===== src/rtl/seq_detector_prog.sv =====
// seq_detector_prog: runtime-programmable serial sequence detector.
// Compares the last LEN sampled bits of x against a loadable pattern with a
// per-bit don't-care mask, and keeps a saturating count of detections.
module seq_detector_prog #(
  parameter int             LEN     = 4,
  parameter logic [LEN-1:0] PATTERN = 4'b1010,
  parameter int             CNT_W   = 8
) (
  input  logic             clk,
  input  logic             rst,
  input  logic             en,
  input  logic             x,
  input  logic             overlap,
  input  logic             pat_load,
  input  logic [LEN-1:0]   pat_in,
  input  logic [LEN-1:0]   mask_in,
  input  logic             clr_count,
  output logic             match,
  output logic [CNT_W-1:0] match_count,
  output logic             count_sat
);

  localparam int FILL_W = $clog2(LEN + 1);
  localparam logic [FILL_W-1:0] FILL_FULL   = FILL_W'(LEN);
  localparam logic [FILL_W-1:0] FILL_THRESH = FILL_W'(LEN - 1);

  // Only the LEN-1 most recent bits are kept: together with the incoming x
  // they form the full LEN-bit window, and the oldest bit would be shifted out
  // before it could ever be compared again.
  logic [LEN-2:0]    hist;
  logic [FILL_W-1:0] fill;
  logic [LEN-1:0]    pat;
  logic [LEN-1:0]    mask;

  logic [LEN-1:0]    nxt;
  logic [FILL_W-1:0] fill_inc;
  logic              hit;

  // Candidate window, saturating fill increment and the detection decision
  always_comb begin
    nxt      = {hist, x};
    fill_inc = (fill == FILL_FULL) ? FILL_FULL : fill + FILL_W'(1);
    hit      = 1'b0;
    if (en && !pat_load && (fill >= FILL_THRESH))
      hit = ((nxt & mask) == (pat & mask));
  end

  // Pattern/mask registers, shift history, fill level and the match pulse
  always_ff @(posedge clk) begin
    if (!rst) begin
      hist  <= '0;
      fill  <= '0;
      pat   <= PATTERN;
      mask  <= '1;
      match <= 1'b0;
    end else if (pat_load) begin
      pat   <= pat_in;
      mask  <= mask_in;
      hist  <= '0;
      fill  <= '0;
      match <= 1'b0;
    end else if (en) begin
      hist  <= nxt[LEN-2:0];
      match <= hit;
      if (!overlap && hit)
        fill <= '0;
      else
        fill <= fill_inc;
    end else begin
      match <= 1'b0;
    end
  end

  // Saturating match counter with sticky saturation flag; a clear wins over a hit
  always_ff @(posedge clk) begin
    if (!rst) begin
      match_count <= '0;
      count_sat   <= 1'b0;
    end else if (clr_count) begin
      match_count <= '0;
      count_sat   <= 1'b0;
    end else if (hit && (match_count != {CNT_W{1'b1}})) begin
      match_count <= match_count + CNT_W'(1);
      if ((match_count + CNT_W'(1)) == {CNT_W{1'b1}})
        count_sat <= 1'b1;
    end
  end

endmodule

===== config.mk =====
export PLATFORM = sky130hd
export DESIGN_NAME = seq_detector_prog
export DESIGN_NICKNAME = d
export VERILOG_FILES = /design/src/rtl/seq_detector_prog.sv
export SDC_FILE = /design/constraint.sdc
export NUM_CORES = 1
export LEC_CHECK = 0
export ABC_AREA = 1
export CAP_MARGIN = 15
export CORE_MARGIN = 10
export CORE_UTILIZATION = 54
export DETAILED_ROUTE_END_ITERATION = 10
export HOLD_SLACK_MARGIN = 0.12
export PLACE_DENSITY = 0.83
export SLEW_MARGIN = 20
export SYNTH_ARGS = -nofsm -noshare
export SYNTH_HDL_FRONTEND = slang
export SYNTH_SLANG_ARGS = --single-unit

===== constraint.sdc =====
create_clock -name clk -period 4.6 [get_ports clk]
set_clock_uncertainty 0.2 [all_clocks]
set_input_delay 0.92 -clock clk [delete_from_list [all_inputs] [get_ports clk]]
set_output_delay 0.92 -clock clk [all_outputs]
set_load 0.1 [all_outputs]

==> impl_metrics.env <==
export IMPL_rsz0062_at_grt="false"
export IMPL_min_path_type="flop to flop"
export IMPL_dr_pass1_iters=4
export IMPL_hold_violations=0
export IMPL_max_freq_mhz=325
export IMPL_dr_first_iter_drc_count=86
export IMPL_start_util_pct=56.2
export IMPL_max_stage_delay_ns=1.18
export IMPL_cts_resized=0
export IMPL_fin_crit_sh_pct=66.9
export IMPL_chipWidth_um=68.0
export IMPL_vias=1239
export IMPL_slew_violations=0
export IMPL_gp_congestion=0.846
export IMPL_critPathKind="flop to output pin"
export IMPL_cts_tree="built"
export IMPL_fp_dieH_um=68.0
export IMPL_path_buf_inv=1
export IMPL_synthCells=183
export IMPL_nets=231
export IMPL_crit_chain="clkdlybuf4s50_1"
export IMPL_synthFlopType="dfxtp_1"
export IMPL_dieArea_um2=4620
export IMPL_finalSetupViolCount=0
export IMPL_clkSlewWorstSetupHoldPaths_ns=0.13
export IMPL_drc=0
export IMPL_rr_worst_depth=9
export IMPL_hold_start="count_sat$_SDFFE_PP0P_"
export IMPL_startpoint_type="flop"
export IMPL_crit_family="buffers and inverters"
export IMPL_endpoint_kind="output pin"
export IMPL_gr_usage_met1_pct=15.8
export IMPL_cts_num_sinks=24
export IMPL_io_pin_count=25
export IMPL_postCtsSetupBuffers=0
export IMPL_grt_pass1_vias=1190
export IMPL_overflow=0
export IMPL_cts_made_buffers=3
export IMPL_synthTopCellsByArea="dfxtp_1 (39%), nand2_1 (13%), inv_1 (9.4%), nand3_1 (6.8%), nor2_1 (6.6%)"
export IMPL_tns_ns=0
export IMPL_grt_use_met3_pct=5.55
export IMPL_area_growth_pct=24.2
export IMPL_grt_max_degree=14
export IMPL_tightest_slew_ns=0.979
export IMPL_num_rows=17
export IMPL_synthDominantCellAreaShare_pct=38.7
export IMPL_clockRootBuffer="clkbuf_4"
export IMPL_r2r_start="fill[0]$_SDFFE_PP0P_"
export IMPL_vias_per_cell=5.21
export IMPL_power_density_nw_per_um2=237
export IMPL_final_cell_area_um2=1540
export IMPL_status="finished clean"
export IMPL_busiest_layer="met2"
export IMPL_ys_warn_count=0
export IMPL_core_area_um2=2210
export IMPL_drt_total_wl_um=3020
export IMPL_arrival_ns=1.96
export IMPL_synth_largest_area_cell="dfxtp_1"
export IMPL_timing_final_ws_setup_ns=1.52
export IMPL_syn_nets=203
export IMPL_postSynthAreaPerCell_um2=6.79
export IMPL_grt_first_pass_wirelength_um=5110
export IMPL_fin_crit_ns=3.08
export IMPL_clk_latency_ns=0.31
export IMPL_synthesis_area_um2=1240
export IMPL_ys_seq_elements=24
export IMPL_drive_gt1_share_pct=5.24
export IMPL_grt_use_total_pct=13.9
export IMPL_htree_levels=1
export IMPL_max_slew_margin_rel_pct=34.6
export IMPL_critPathRequiredTime_ns=3.48
export IMPL_dp_slack_ns=1.74
export IMPL_worst_path_max_delay_cell="clkdlybuf4s50_1"
export IMPL_wl_per_cell_um=12.7
export IMPL_worstPathMaxFanout=8
export IMPL_synth_edf_count=0
export IMPL_cap_violations=0
export IMPL_finalPower_mw=0.366
export IMPL_r2r_slack_ns=2.70
export IMPL_synth_async_reset_ratio_pct=0
export IMPL_hpwl_um=2370
export IMPL_dpl_cell_area_um2=1510
export IMPL_cts_buffer_depth=2
export IMPL_holdPathEnd="count_sat$_SDFFE_PP0P_"
export IMPL_ant_nets=0
export IMPL_port_buffers=24
export IMPL_r2r_end="match_count[2]$_SDFFE_PP0P_"
export IMPL_synth_distinct_cells=20
export IMPL_p_leak_nw=0.670
export IMPL_antennaDiodeCount=0
export IMPL_final_util_pct=69.7
export IMPL_antenna_found_initial=0
export IMPL_hold_buffers=0
export IMPL_ir_drop_v=0.000225
export IMPL_hold_depth=2
export IMPL_gr_usage_met2_pct=23.5
export IMPL_synth_yosys_seq_area_share_pct=38.7
kinds of logic after synthesis:
logic type               count (synthesis)  synth area share [%]
buffers and inverters                   33                  11.0
adder cells (fa/ha/maj)                  5                  5.04
AO/OA/AOI/OAI                           30                  12.6
AND/OR/NAND/NOR                         91                  32.7
flip-flops                              24                  38.7
registers in the layout, summed over array words and instances, names as in the netlist:
signal       cells
fill             3
count_sat        1
hist             3
pat              4
match_count      8
match            1
mask             4
cell usage in the layout, fill, tap and decap left out, types with 2 or more instances in the layout:
master / count
clkdlybuf4s50_1: 24
inv_1: 31
nand2_1: 42
o21ai_0: 13
a21oi_1: 14
nand2_2: 2
nor2_1: 22
ha_1: 5
clkbuf_4: 3
nand3_1: 17
dfxtp_1: 24
nand4_1: 3
worst max path at each step:
| stage | startpoint | end | slack [ns] | cells past startpoint |
|---|---|---|---|---|
| 6_report | match_count[2]$_SDFFE_PP0P_ | match_count[2] | 1.52 | 1 |
| 5_1_grt | match_count[1]$_SDFFE_PP0P_ | match_count[1] | 1.43 | 1 |
| 4_1_cts | match_count[2]$_SDFFE_PP0P_ | match_count[2] | 1.50 | 1 |
| 3_5_place_dp | pat_load | match_count[2]$_SDFFE_PP0P_ | 1.74 | 9 |
| 3_3_place_gp | pat_load | match_count[2]$_SDFFE_PP0P_ | 1.81 | 9 |
| 2_1_floorplan | match_count[1]$_SDFFE_PP0P_ | match_count[6]$_SDFFE_PP0P_ | 2.20 | 6 |
layout make-up:
class / instances / area (µm²)
Tap cell: 28 / 35.0
Inverter: 32 / 125
Multi-Input combinational cell: 126 / 626
Timing Repair Buffer: 24 / 240
Fill cell: 213 / 669
Sequential cell: 24 / 480
Clock buffer: 4 / 36.3
cell usage after synthesis, types with 2 or more instances:
| master | count |
|---|---|
| a21oi_1 | 14 |
| o21ai_0 | 13 |
| nand3_1 | 17 |
| dfxtp_1 | 24 |
| nand2_2 | 2 |
| ha_1 | 5 |
| nand2_1 | 42 |
| inv_1 | 31 |
| nor2_1 | 22 |
| nand4_1 | 3 |
stage by stage:
step           hold WS (ns)  cells
5_1_grt               0.301    238
2_1_floorplan         0.230    183
6_report              0.263    238
3_5_place_dp          0.245    234
3_3_place_gp          0.242    234
4_1_cts               0.264    238
metal layers:
layer	part of all wire, %	up-vias
met3	7.6	4
met5	0	-
met1	43	564
met4	0.96	0
met2	48	34
li1	-	637
power breakdown:
part           switching (mW)  internal, mW  total (mW)
registers             0.00407         0.214       0.218
logic                  0.0197        0.0184      0.0381
clock network          0.0614        0.0484       0.110
total                  0.0851         0.281       0.366
Power figures use the tool's default switching activity.
